--- config.mk ---
export PLATFORM = sky130hd
export DESIGN_NAME = alarm_ring_ctrl
export DESIGN_NICKNAME = d
export VERILOG_FILES = /design/src/rtl/alarm_pkg.sv /design/src/rtl/edge_rise.sv /design/src/rtl/alarm_ring_ctrl.sv
export SDC_FILE = /design/constraint.sdc
export NUM_CORES = 1
export LEC_CHECK = 0
export CAP_MARGIN = 20
export CORE_AREA = 2 2 47 49
export DETAILED_ROUTE_END_ITERATION = 8
export DIE_AREA = 0 0 49 51
export PLACE_DENSITY = 0.74
export REMOVE_ABC_BUFFERS = 1
export SYNTH_ARGS = -nofsm -noshare
export SYNTH_HDL_FRONTEND = slang
export SYNTH_SLANG_ARGS = --single-unit
--- constraint.sdc ---
create_clock -name Clk -period 2 [get_ports Clk]
set_input_delay 0.3 -clock Clk [delete_from_list [all_inputs] [get_ports Clk]]
set_output_delay 0.3 -clock Clk [all_outputs]
set_load 0.1 [all_outputs]
--- src/rtl/alarm_pkg.sv ---
// Shared state encoding and parameter defaults for the alarm ring sequencer.
package alarm_pkg;

    typedef enum logic [1:0] {
        StIdle   = 2'b00,
        StRing   = 2'b01,
        StSnooze = 2'b10
    } alarm_state_e;

    localparam int unsigned SnoozeMinDef  = 5;
    localparam int unsigned RingMaxMinDef = 10;
    localparam int unsigned ToneDivDef    = 4;

endpackage

--- src/rtl/edge_rise.sv ---
// 1-bit rising-edge detector: pulses for the cycle a level first reads high.
module edge_rise (
    input  logic Clk,
    input  logic Reset,
    input  logic i_level,
    output logic o_rise
);

    logic r_prev;

    always_ff @(posedge Clk or negedge Reset) begin
        if (!Reset) begin
            r_prev <= 1'b0;
        end else begin
            r_prev <= i_level;
        end
    end

    assign o_rise = i_level & ~r_prev;

endmodule

--- src/rtl/alarm_ring_ctrl.sv ---
// Alarm output sequencer: ring / snooze / auto-off / stop FSM, mute flag and
// buzzer tone generation. All outputs come straight from flops.
module alarm_ring_ctrl
    import alarm_pkg::*;
#(
    parameter int unsigned SNOOZE_MIN   = SnoozeMinDef,
    parameter int unsigned RING_MAX_MIN = RingMaxMinDef,
    parameter int unsigned TONE_DIV     = ToneDivDef
) (
    input  logic       Clk,
    input  logic       Reset,
    input  logic       min_tick,
    input  logic       match,
    input  logic       alarm_en,
    input  logic       Snooze,
    input  logic       Stop,
    input  logic       Mute,
    output logic       Sound,
    output logic       ringing,
    output logic       snoozing,
    output logic       muted,
    output logic [3:0] snooze_left
);

    localparam int unsigned ToneW = (TONE_DIV > 1) ? $clog2(TONE_DIV) : 1;
    localparam logic [ToneW-1:0] ToneLast = ToneW'(TONE_DIV - 1);
    localparam logic [3:0] RingLast  = 4'(RING_MAX_MIN - 1);
    localparam logic [3:0] SnoozeLd  = 4'(SNOOZE_MIN);

    logic w_match_rise;
    logic w_snooze_rise;
    logic w_stop_rise;
    logic w_mute_rise;

    edge_rise u_edge_match (
        .Clk     (Clk),
        .Reset   (Reset),
        .i_level (match),
        .o_rise  (w_match_rise)
    );

    edge_rise u_edge_snooze (
        .Clk     (Clk),
        .Reset   (Reset),
        .i_level (Snooze),
        .o_rise  (w_snooze_rise)
    );

    edge_rise u_edge_stop (
        .Clk     (Clk),
        .Reset   (Reset),
        .i_level (Stop),
        .o_rise  (w_stop_rise)
    );

    edge_rise u_edge_mute (
        .Clk     (Clk),
        .Reset   (Reset),
        .i_level (Mute),
        .o_rise  (w_mute_rise)
    );

    alarm_state_e     r_state;
    alarm_state_e     w_state_d;
    logic [3:0]       r_ring_cnt;
    logic [3:0]       w_ring_cnt_d;
    logic [3:0]       r_snooze_left;
    logic [3:0]       w_snooze_left_d;
    logic [ToneW-1:0] r_tone_cnt;
    logic [ToneW-1:0] w_tone_cnt_d;
    logic             r_tone;
    logic             w_tone_d;
    logic             r_muted;
    logic             w_muted_d;
    logic             r_sound;
    logic             w_sound_d;
    logic             r_ringing;
    logic             r_snoozing;
    logic             w_ring_entry;
    logic             w_ring_stay;

    // Next-state logic; the if/else chain encodes the transition priority.
    always_comb begin
        w_state_d = r_state;
        if (!alarm_en) begin
            w_state_d = StIdle;
        end else if (w_stop_rise && (r_state != StIdle)) begin
            w_state_d = StIdle;
        end else begin
            case (r_state)
                StRing: begin
                    if (w_snooze_rise) begin
                        w_state_d = StSnooze;
                    end else if (min_tick && (r_ring_cnt == RingLast)) begin
                        w_state_d = StIdle;
                    end
                end
                StSnooze: begin
                    if (min_tick && (r_snooze_left == 4'd1)) begin
                        w_state_d = StRing;
                    end
                end
                StIdle: begin
                    if (w_match_rise) begin
                        w_state_d = StRing;
                    end
                end
                default: w_state_d = StIdle;
            endcase
        end
    end

    always_comb begin
        w_ring_entry    = (w_state_d == StRing) && (r_state != StRing);
        w_ring_stay     = (w_state_d == StRing) && (r_state == StRing);
        w_ring_cnt_d    = r_ring_cnt;
        w_snooze_left_d = r_snooze_left;
        w_tone_cnt_d    = '0;
        w_tone_d        = 1'b0;

        if (w_ring_entry) begin
            w_ring_cnt_d = 4'd0;
        end else if (w_ring_stay && min_tick) begin
            w_ring_cnt_d = r_ring_cnt + 4'd1;
        end

        if (w_state_d != StSnooze) begin
            w_snooze_left_d = 4'd0;
        end else if (r_state != StSnooze) begin
            w_snooze_left_d = SnoozeLd;
        end else if (min_tick) begin
            w_snooze_left_d = r_snooze_left - 4'd1;
        end

        // Tone starts high on RING entry and flips every TONE_DIV cycles.
        if (w_ring_entry) begin
            w_tone_cnt_d = '0;
            w_tone_d     = 1'b1;
        end else if (w_ring_stay) begin
            if (r_tone_cnt == ToneLast) begin
                w_tone_cnt_d = '0;
                w_tone_d     = ~r_tone;
            end else begin
                w_tone_cnt_d = r_tone_cnt + ToneW'(1);
                w_tone_d     = r_tone;
            end
        end

        w_muted_d = r_muted ^ w_mute_rise;
        w_sound_d = (w_state_d == StRing) & w_tone_d & ~w_muted_d;
    end

    always_ff @(posedge Clk or negedge Reset) begin
        if (!Reset) begin
            r_state       <= StIdle;
            r_ring_cnt    <= 4'd0;
            r_snooze_left <= 4'd0;
            r_tone_cnt    <= '0;
            r_tone        <= 1'b0;
            r_muted       <= 1'b0;
            r_sound       <= 1'b0;
            r_ringing     <= 1'b0;
            r_snoozing    <= 1'b0;
        end else begin
            r_state       <= w_state_d;
            r_ring_cnt    <= w_ring_cnt_d;
            r_snooze_left <= w_snooze_left_d;
            r_tone_cnt    <= w_tone_cnt_d;
            r_tone        <= w_tone_d;
            r_muted       <= w_muted_d;
            r_sound       <= w_sound_d;
            r_ringing     <= (w_state_d == StRing);
            r_snoozing    <= (w_state_d == StSnooze);
        end
    end

    assign Sound       = r_sound;
    assign ringing     = r_ringing;
    assign snoozing    = r_snoozing;
    assign muted       = r_muted;
    assign snooze_left = r_snooze_left;

endmodule
# After elaboration in Yosys (flattened, before gate mapping)
# Cells that the tools add are included.
# classes
bitwise,13
n_reduce_logical,10
n_mux,18
n_addsub,3
n_eq_ne,10
# ops
cell,count
4-bit two-way mux,5
2-bit two-way mux,9
1-bit AND,6
"2-bit equality test, second input constant",3
1-bit logical AND,6
1-bit inverter,6
2-bit case mux with 3 select lines,1
"4-bit by 1-bit adder with 4-bit output, second input constant",1
"2-bit by 1-bit equality test with 1-bit output, second input constant",2
"4-bit by 1-bit equality test with 1-bit output, second input constant",1
"4-bit equality test, second input constant",1
"2-bit != test, second input constant",2
2-bit nonzero test,2
"4-bit by 1-bit subtractor with 4-bit output, second input constant",1
1-bit two-way mux,3
3-bit nonzero test,1
"2-bit by 1-bit adder with 2-bit output, second input constant",1
2-bit zero test,1
"2-bit by 1-bit != test with 1-bit output, second input constant",1
1-bit bitwise XOR,1
# word_totals
word_cells,67
in_bits,8
regBits,21

# Longest topological paths before layout
# Gate-level depths: netlist of the first run.
# logic_depth
depth_word,13
ltp_mapped,8
depth_no_buf,8

# Hierarchy
# Synthesis of the first run repeated with hierarchy kept, for this count alone.
# unflattened
cells_unflattened,92
hier_area_um2,1037.2
# modules_own_cells
mod,area_each_um2,cells_per_inst,n_inst
alarm_ring_ctrl,882.1,84,1
edge_rise,38.8,2,4

# Worst setup path before layout of the first run
# No wires, ideal clock.
# synth_timing
kind,register -> register
startpoint,"register r_snooze_left[1], in the netlist snooze_left[1]"
endpoint,register r_ring_cnt[3]
path_stages_with_launch,8
required_time_ps,1878
arrival_time_ps,2167
setup_slack_ps,-289
synth_period_minus_slack_ps,2289
path_cell_list,dfrtp_1 inv_1 ha_1 and4bb_4 and2_4 o211ai_4 inv_4 a32o_1
# synth_between
elab_chain_cells,10
elab_cells_between_ends,12
# synth_lines
element,line_no,source
start: declaration,alarm_ring_ctrl.sv:67,logic [3:0] r_snooze_left;
start signal: assignment,alarm_ring_ctrl.sv:167,r_snooze_left <= w_snooze_left_d;
4-bit by 1-bit equality test with 1-bit output *,alarm_ring_ctrl.sv:99,if (min_tick && (r_snooze_left == 4'd1)) begin
1-bit logical AND *,alarm_ring_ctrl.sv:99,
2-bit two-way mux *,alarm_ring_ctrl.sv:99,
2-bit case mux with 3 select lines *,alarm_ring_ctrl.sv:90,case (r_state)
2-bit two-way mux *,alarm_ring_ctrl.sv:87,end else if (w_stop_rise && (r_state != StIdle)) begin
2-bit two-way mux *,alarm_ring_ctrl.sv:85,if (!alarm_en) begin
net w_state_d[0],alarm_ring_ctrl.sv:64,alarm_state_e w_state_d;
2-bit by 1-bit equality test with 1-bit output *,"alarm_ring_ctrl.sv:114, alarm_ring_ctrl.sv:115",
1-bit logical AND,alarm_ring_ctrl.sv:115,w_ring_stay = (w_state_d == StRing) && (r_state == StRing);
1-bit logical AND,alarm_ring_ctrl.sv:123,end else if (w_ring_stay && min_tick) begin
2-bit nonzero test (no source line),--,
end signal: assignment,alarm_ring_ctrl.sv:166,r_ring_cnt <= w_ring_cnt_d;
end: declaration,alarm_ring_ctrl.sv:65,logic [3:0] r_ring_cnt;
# Mark *: on every way through the listed nets, which the timed path passes. The rest lies on a longest branch.
# A chain may end at the register's enable or synchronous reset.

# Worst setup path in the final report of the first run
# Ends and elaborated chain as after synthesis.

==> results of run 1 <==
## layout make-up
| type | instances | area (um2) |
|---|---|---|
| fillers | 189 | 888.4 |
| flip-flops and latches | 21 | 525.5 |
| multi-input cells | 54 | 397.9 |
| repair buffers | 18 | 152.6 |
| inverters | 9 | 36.28 |
| well taps | 28 | 35.03 |
| clock buffers | 3 | 22.52 |
| clock inverters | 1 | 5.005 |
## where the power goes
group	internal [mW]	switching, mW	total (mW)
clock network	0.0748	0.134	0.208
registers	0.449	0.0169	0.466
logic	0.0625	0.167	0.230
## flip-flops by register name (all words and copies together), names as in the netlist
signal                count
muted                     1
u_edge_snooze.r_prev      1
snooze_left               4
r_tone_cnt                2
r_tone                    1
ringing                   1
u_edge_stop.r_prev        1
snoozing                  1
u_edge_mute.r_prev        1
Sound                     1
r_state                   2
r_ring_cnt                4
u_edge_match.r_prev       1
## worst paths after layout
check                                          endpoint  slack [ns]  depth (start not counted)
max reg2reg                   r_ring_cnt[3]$_DFFE_PN0P_        0.26                          7
min reg2reg                     r_tone_cnt[0]$_DFF_PN0_        0.45                          1
min                          snooze_left[2]$_DFFE_PN0P_        0.31                          2
min in group Clk           u_edge_stop.r_prev$_DFF_PN0_        0.45                          1
max                           r_ring_cnt[3]$_DFFE_PN0P_        0.26                          7
max in group asynchronous             ringing$_DFF_PN0_        1.46                          2
## placed cells by master, fill, tap and decap left out
| cell type | Yosys | layout |
|---|---|---|
| o211ai_4 | 1 | 1 |
| a211oi_1 | 1 | 1 |
| maj3_1 | 1 | 1 |
| nand2_1 | 6 | 6 |
| o31ai_2 | 1 | 1 |
| nor4b_1 | 2 | 2 |
| clkbuf_4 | 0 | 3 |
| nand4b_1 | 1 | 1 |
| and2b_1 | 1 | 1 |
| xnor2_1 | 4 | 4 |
| o211ai_1 | 1 | 1 |
| a31o_2 | 1 | 1 |
| inv_1 | 8 | 8 |
| and3_2 | 1 | 1 |
| and2_4 | 1 | 1 |
| nand3_1 | 2 | 2 |
| buf_4 | 0 | 11 |
| nor3_1 | 2 | 2 |
| nor2_1 | 5 | 5 |
| and4bb_4 | 1 | 1 |
| ha_1 | 5 | 5 |
| clkdlybuf4s50_1 | 0 | 7 |
| a32o_1 | 1 | 1 |
| inv_4 | 1 | 1 |
| nor2b_1 | 1 | 1 |
| o21ai_0 | 5 | 5 |
| a21oi_1 | 4 | 4 |
| xor2_1 | 1 | 1 |
| nand4_1 | 1 | 1 |
| nand2b_1 | 3 | 3 |
| dfrtp_1 | 21 | 21 |
| clkinv_2 | 0 | 1 |
| and2b_4 | 1 | 1 |
## through the flow
| stage | area [um2] | util, % | power (mW) | TNS, ns |
|---|---|---|---|---|
| 3_5_place_dp | 1147 | 55.61 | 0.7041 | 0 |
| 6_report | 1175 | 56.94 | 0.9040 | 0 |
| 2_1_floorplan | 959.7 | - | 0.6322 | -1.870 |
| 5_1_grt | 1175 | 56.94 | 0.9480 | 0 |
| 3_3_place_gp | 1147 | 55.61 | 0.6986 | 0 |
| 4_1_cts | 1175 | 56.94 | 0.9140 | 0 |
## routing by layer
| layer | GRT usage (%) | up-vias | wire length [um] |
|---|---|---|---|
| met5 | 0 | - | 0 |
| met4 | 11.43 | 0 | 35 |
| met3 | 3.216 | 4 | 53 |
| met2 | 30.37 | 10 | 900 |
| met1 | 19.24 | 345 | 770 |
| li1 | - | 328 | - |
## logic make-up (layout without fill, tap and decap cells)
| group | Yosys count | count (layout) | share of synthesized area, % |
|---|---|---|---|
| simple gates | 28 | 28 | 17.51 |
| flops | 21 | 21 | 54.47 |
| compound gates | 15 | 15 | 11.67 |
| buf+inv | 10 | 31 | 4.280 |
| fa+ha+maj | 6 | 6 | 7.523 |
| xor+xnor | 5 | 5 | 4.539 |
## critical path: cells and delay by family, from the launching register on
kind | cells | cell delay (ns)
buffers and inverters | 2 | 0.15
AND/OR/NAND/NOR | 2 | 0.36
AO/OA/AOI/OAI | 2 | 0.53
flip-flops | 1 | 0.41
adder cells (fa/ha/maj) | 1 | 0.18
==> results by group, run 1 <==
Yosys
  – Netlist cell types: 30
  – Avg Synthesized Cell Area: 11.35 um2
  – Sequential-to-total area share from yosys stat: 54.47%
  – Commonest cells post-synth: dfrtp_1, inv_1, nand2_1
  – Synth top area share: 54.47%
  – Top cells by area, synth: dfrtp_1, ha_1, xnor2_1
  – FFs w/ async S/R, synth: 100.0%
  – EDFF count, synth: 0
  – Commonest register cell after synthesis: dfrtp_1
  – Synthesis Warnings: 0
  – Synthesized area: 964.7 um2
  – Top-count cell post-synth: dfrtp_1
  – #FFs+latches synth: 21
  – Post-synth top area cell: dfrtp_1
  – Post-Synthesis Cells: 85

Clock network
  – Resized cells post-CTS: 0
  – Cts bufs inserted: 3
  – Clock sinks: 21
  – Clk slew on worst S/H paths: 0.12 ns
  – Clk_lat worst skew: 0.31 ns
  – Cts hold-fix bufs: 0
  – Post-CTS Setup Repair Bufs: 0
  – Root Driver: clkbuf_4
  – Longest Clk Path Bufs: 2
  – H-tree levels: 1
  – CTS tree: built

Worst setup path
  – Slowest Stage Delay on Critical Path: 0.41 ns
  – CP arrival: slightly below 2 ns
  – Crit path required time: 2.21 ns
  – Maximum fanout along the worst path: 6
  – Worst setup startpoint: snooze_left[1]$_DFFE_PN0P_
  – Critical-path cell list: inv_1, ha_1, and4bb_4, and2_4, o211ai_4, inv_4, a32o_1
  – Kind of critical path: flip-flop to flip-flop
  – Slowest stage cell, crit path: dfrtp_1
  – Worst R2R Start: snooze_left[1]$_DFFE_PN0P_
  – CP endpoint kind: flip-flop
  – Critical path launch point type: flip-flop

Floorplanning
  – Die area: between 0.002 and 0.0025 mm2
  – Rows: 17
  – Io pins: 16
  – Initial Util: 46.76%
  – Chip Width: 49 um
  – Die Y: 51 um
  – CORE AREA: 0.002063 mm2

Routing
  – Drt total wl: 1759 um
  – Routed Antenna Nets: 0
  – Total number of vias: 687
  – Vias/cell: around 5.1
  – 1st-iter DRT viols: 6
  – DRC viols: 0
  – DR WL/cell: approximately 13 um
  – First-pass iteration count of the detailed router: 4

Place
  – DP Cell Count: 130
  – Post-DP HPWL: 1329 um
  – Placer Congestion: 0.8149
  – I/O Buffers: 15
  – Setup WS pre-CTS: 0.07310 ns

STA
  – Max-slew violation count: 0
  – Worst-margin pin slew: 0.3396 ns
  – FMAX: 574.1 MHz
  – Min Tclk post-route: between 1.5 and 2 ns
  – Clk_skew: 0.009914 ns
  – Smallest hold slack: 0.3141 ns
  – RSZ-0062 raised after global routing: no
  – Endpoints failing setup: 0
  – Worst slew margin: 77.04%
  – Fin crit share: 87.09%
  – Worst setup slack after layout: 0.2582 ns
  – Final-report hold violation count: 0

Status
  – Status: completed

Power and ir drop
  – Pleak: 0.5652 nW
  – P per Cell Area: about 770 mW/mm2
  – Peak supply drop: 546.1 uV

Global routing
  – Initial antenna violation count: 0
  – Largest net degree at the start of global routing: 22
  – First-pass GRT wire length: 3174 um
  – Gr usage total: between 10% and 20%
  – Number of global-route vias before repair: 720
  – Congestion Overflow GR: 0

Layout
  – Synth-to-Final Area Change: 21.79%
  – Antenna cells: 0
  – Non-Filler Instances: between 100 and 150
  – Share of layout cells above drive strength 1: 21.70%
  – Layout Nets: 120

Hold path
  – Hold Path Class: input pin to asynchronous set/reset pin

Job
  – Max-cap viol count: 0
Power figures use the tool's default switching activity.
==> run 2: changes to the inputs <==
--- a/config.mk
+++ b/config.mk
@@ -5,11 +5,12 @@
 export SDC_FILE = /design/constraint.sdc
 export NUM_CORES = 1
 export LEC_CHECK = 0
+export ABC_AREA = 1
 export CAP_MARGIN = 20
-export CORE_AREA = 2 2 47 49
+export CORE_AREA = 2 2 48 50
 export DETAILED_ROUTE_END_ITERATION = 8
-export DIE_AREA = 0 0 49 51
-export PLACE_DENSITY = 0.74
+export DIE_AREA = 0 0 50 52
+export PLACE_DENSITY = 0.76
 export REMOVE_ABC_BUFFERS = 1
 export SYNTH_ARGS = -nofsm -noshare
 export SYNTH_HDL_FRONTEND = slang
==> run 2 against run 1 <==
Effect of this change: setup slack better by 0.20 ns; sequential share of layout area is 2.7 points lower; worst hold slack got worse by 0.0010 ns; critical path depth up 2; critical endpoint is now r_ring_cnt[0]$_DFFE_PN0P_; critical path type unchanged.
==> results by group, run 2 <==
Yosys
  – #FFs+latches synth: 21 (unchanged)
  – Synthesis Warnings: 0 (unchanged)
  – Post-Synthesis Cells: 117 (+38%)
  – Post-synth top area cell: dfrtp_1
  – FFs w/ async S/R, synth: 100.0% (unchanged)
  – Commonest register cell after synthesis: dfrtp_1
  – Synth top area share: 49.94% (-4.5 points)
  – EDFF count, synth: 0 (unchanged)
  – Top cells by area, synth: dfrtp_1, nand2_1, inv_1
  – Top-count cell post-synth: nand2_1
  – Avg Synthesized Cell Area: 8.994 um2 (-21%)
  – Synthesized area: 0.001052 mm2 (+9.1%)
  – Netlist cell types: 23 (-23%)
  – Sequential-to-total area share from yosys stat: 49.94% (-4.5 points)
  – Commonest cells post-synth: nand2_1, dfrtp_1, inv_1

Job
  – Max-cap viol count: 0 (unchanged)

Power and ir drop
  – Sw Share: 36.62% (+1.5 points)
  – Clock Power Share: 22.6% (-0.4 points)
  – Sequential power share: 50.6% (-1.0 points)
  – Pleak: 0.6689 nW (+18%)
  – Internal power: 0.5869 mW (about the same)
  – Total power: 0.9260 mW (+2.4%)
  – Sw Pwr: 0.3391 mW (+6.8%)
  – Comb pwr share: 26.8% (+1.4 points)
  – P per Cell Area: 740.8 mW/mm2 (-3.7%)
  – Peak supply drop: 450.2 uV (-18%)

Place
  – Post-DP HPWL: 1454 um (+9.4%)
  – Dpl cell area: 0.001220 mm2 (+6.3%)
  – I/O Buffers: 15 (unchanged)
  – Placer Congestion: 0.7995 (-1.9%)

Worst setup path
  – CP arrival: 1.75 ns (-0.20 ns)
  – Crit path required time: 2.21 ns (about the same)
  – FF-to-FF path depth: 9 (+2)
  – Worst R2R Start: r_state[0]$_DFF_PN0_
  – CP delay by family, top: simple AND/OR/NAND/NOR gates
  – Slowest stage cell, crit path: dfrtp_1
  – Worst r2r dst: r_ring_cnt[0]$_DFFE_PN0P_
  – Worst path bufs/invs: 1 (-1)
  – Critical path launch point type: flip-flop
  – Worst setup startpoint: r_state[0]$_DFF_PN0_
  – Critical-path cell list: inv_2, nor2_8, nand2_1, nor2_1, nor2_2, nor2_8, nand2_2, nand2_1, nand2_1
  – Critical path's most frequent cell: nand2_1
  – CP endpoint kind: flip-flop
  – Slowest Stage Delay on Critical Path: 0.46 ns (+0.05 ns)
  – Worst reg-to-reg setup slack: 0.46 ns (+0.20 ns)
  – Maximum fanout along the worst path: 9 (+3)
  – Kind of critical path: flip-flop to flip-flop

Routing
  – Total number of vias: 792 (+15%)
  – DR WL/cell: 11.34 um (-14%)
  – 1st-iter DRT viols: 27 (+21)
  – Vias/cell: 4.829 (-5.8%)
  – First-pass iteration count of the detailed router: 4 (unchanged)
  – Routed Antenna Nets: 0 (unchanged)
  – DRC viols: 0 (unchanged)
  – Drt total wl: 1860 um (+5.7%)

Clock network
  – H-tree levels: 1 (unchanged)
  – Post-CTS Setup Repair Bufs: 0 (unchanged)
  – Clk_lat worst skew: 0.30 ns (about the same)
  – Resized cells post-CTS: 0 (unchanged)
  – Root Driver: clkbuf_4
  – Cts bufs inserted: 3 (unchanged)
  – CTS tree: built
  – Cts hold-fix bufs: 0 (unchanged)
  – Clock sinks: 21 (unchanged)
  – Clk slew on worst S/H paths: 0.12 ns (about the same)
  – Longest Clk Path Bufs: 2 (unchanged)

STA
  – Max-slew violation count: 0 (unchanged)
  – Final-report hold violation count: 0 (unchanged)
  – Worst slew margin: 82.23% (+5.2 points)
  – TNS Setup: 0 ns (unchanged)
  – Smallest hold slack: 0.3130 ns (-0.001032 ns)
  – Clk_skew: 0.002955 ns (-0.006959 ns)
  – FMAX: 650.0 MHz (+13%)
  – Fin crit share: 76.92% (-10 points)
  – Min Tclk post-route: 1.538 ns (-0.2034 ns)
  – Worst-margin pin slew: 0.2657 ns (-0.07382 ns)
  – Endpoints failing setup: 0 (unchanged)
  – RSZ-0062 raised after global routing: no

Layout
  – Layout Nets: 150 (+25%)
  – Share of layout cells above drive strength 1: 18.38% (-3.3 points)
  – Util after Layout: 59.36% (+2.4 points)
  – Most frequent cells in the layout: nand2_1, dfrtp_1, inv_1
  – Footprint of the multi-input gates: 442.9 um2 (+11%)
  – Most common cell after layout, fill and taps aside: nand2_1
  – # fillers: 186 (-1.6%)
  – FF/Latch Area: 525.5 um2 (unchanged)
  – Antenna cells: 0 (unchanged)
  – Synth-to-Final Area Change: 18.79%
  – Finished layout cell area: 0.001250 mm2 (+6.4%)

Floorplanning
  – Die area: 0.002600 mm2 (+4.0%)
  – CORE AREA: 0.002106 mm2 (+2.1%)
  – Rows: 17 (unchanged)
  – Initial Util: 49.97% (+3.2 points)
  – Die Y: 52 um (+2.0%)
  – Io pins: 16 (unchanged)
  – Chip Width: 50 um (+2.0%)

Global routing
  – Number of global-route vias before repair: 803 (+12%)
  – Largest net degree at the start of global routing: 22 (unchanged)
  – Gr usage total: 16.92% (-0.36 points)
  – First-pass GRT wire length: 3291 um (+3.7%)
  – Initial antenna violation count: 0 (unchanged)
  – Congestion Overflow GR: 0 (unchanged)

Status
  – Status: completed

Hold path
  – Hold Path Class: input pin to asynchronous set/reset pin
run 2: cell count changes after synthesis, moves of 3 or more:
| cell | before | now |
|---|---|---|
| inv_1 | 8 | 18 |
| inv_2 | 0 | 3 |
| nand2_1 | 6 | 27 |
| nand2b_1 | 3 | 0 |
| nand4_1 | 1 | 5 |
| nor2_1 | 5 | 9 |
| xnor2_1 | 4 | 1 |
run 2: per-stage QoR:
step / setup WS [ns] / instances
2_1_floorplan: -0.01796 / 116
3_3_place_gp: 0.2772 / 160
3_5_place_dp: 0.2037 / 160
4_1_cts: 0.4671 / 164
5_1_grt: 0.3330 / 164
6_report: 0.4616 / 164
run 2: kinds of logic (layout without fill, tap and decap cells):
| family | after synthesis | in the layout | share of synthesized area, % |
|---|---|---|---|
| adders and majority gates | 5 | 5 | 5.945 |
| and+or+nand+nor | 58 | 58 | 29.37 |
| xor gates and xnor gates | 4 | 4 | 3.330 |
| buffers and inverters | 22 | 41 | 7.966 |
| DFF | 21 | 21 | 49.94 |
| AOI/OAI and AO/OA | 7 | 7 | 3.448 |
run 2: worst max path at each step:
| stage | end | slack, ns | cells past startpoint |
|---|---|---|---|
| 4_1_cts | r_ring_cnt[0]$_DFFE_PN0P_ | 0.47 | 9 |
| 3_3_place_gp | r_ring_cnt[0]$_DFFE_PN0P_ | 0.28 | 10 |
| 5_1_grt | r_ring_cnt[0]$_DFFE_PN0P_ | 0.33 | 9 |
| 3_5_place_dp | r_ring_cnt[3]$_DFFE_PN0P_ | 0.20 | 9 |
| 2_1_floorplan | r_ring_cnt[0]$_DFFE_PN0P_ | -0.02 | 11 |
| 6_report | r_ring_cnt[0]$_DFFE_PN0P_ | 0.46 | 9 |
run 2: area by class of cell:
type | instances | area share (%)
Clock inverter | 1 | 0.6006
Timing Repair Buffer | 16 | 11.01
Tap cell | 28 | 2.803
Sequential cell | 21 | 42.04
Clock buffer | 3 | 1.802
Multi-Input combinational cell | 74 | 35.44
Inverter | 21 | 6.306
run 2: power by group through the flow:
stage	combinational, mW	sequential [mW]	clock (mW)
2_1_floorplan	0.0665	0.589	0
3_3_place_gp	0.246	0.475	0
3_5_place_dp	0.249	0.477	0
4_1_cts	0.250	0.469	0.217
5_1_grt	0.265	0.474	0.234
6_report	0.248	0.469	0.209
run 2: worst register-to-register path, cell delays in order (launching register included):
cell,delay (ns)
dfrtp_1,0.46
inv_2,0.10
nor2_8,0.15
nand2_1,0.11
nor2_1,0.16
nor2_2,0.10
nor2_8,0.14
nand2_2,0.09
nand2_1,0.07
nand2_1,0.05
run 2: per-layer routing:
layer | GRT usage, % | part of all wire (%)
met1 | 20.22 | 45
met2 | 30.92 | 50
met3 | 2.586 | 3.8
met4 | 5.556 | 1.4
met5 | 0 | 0
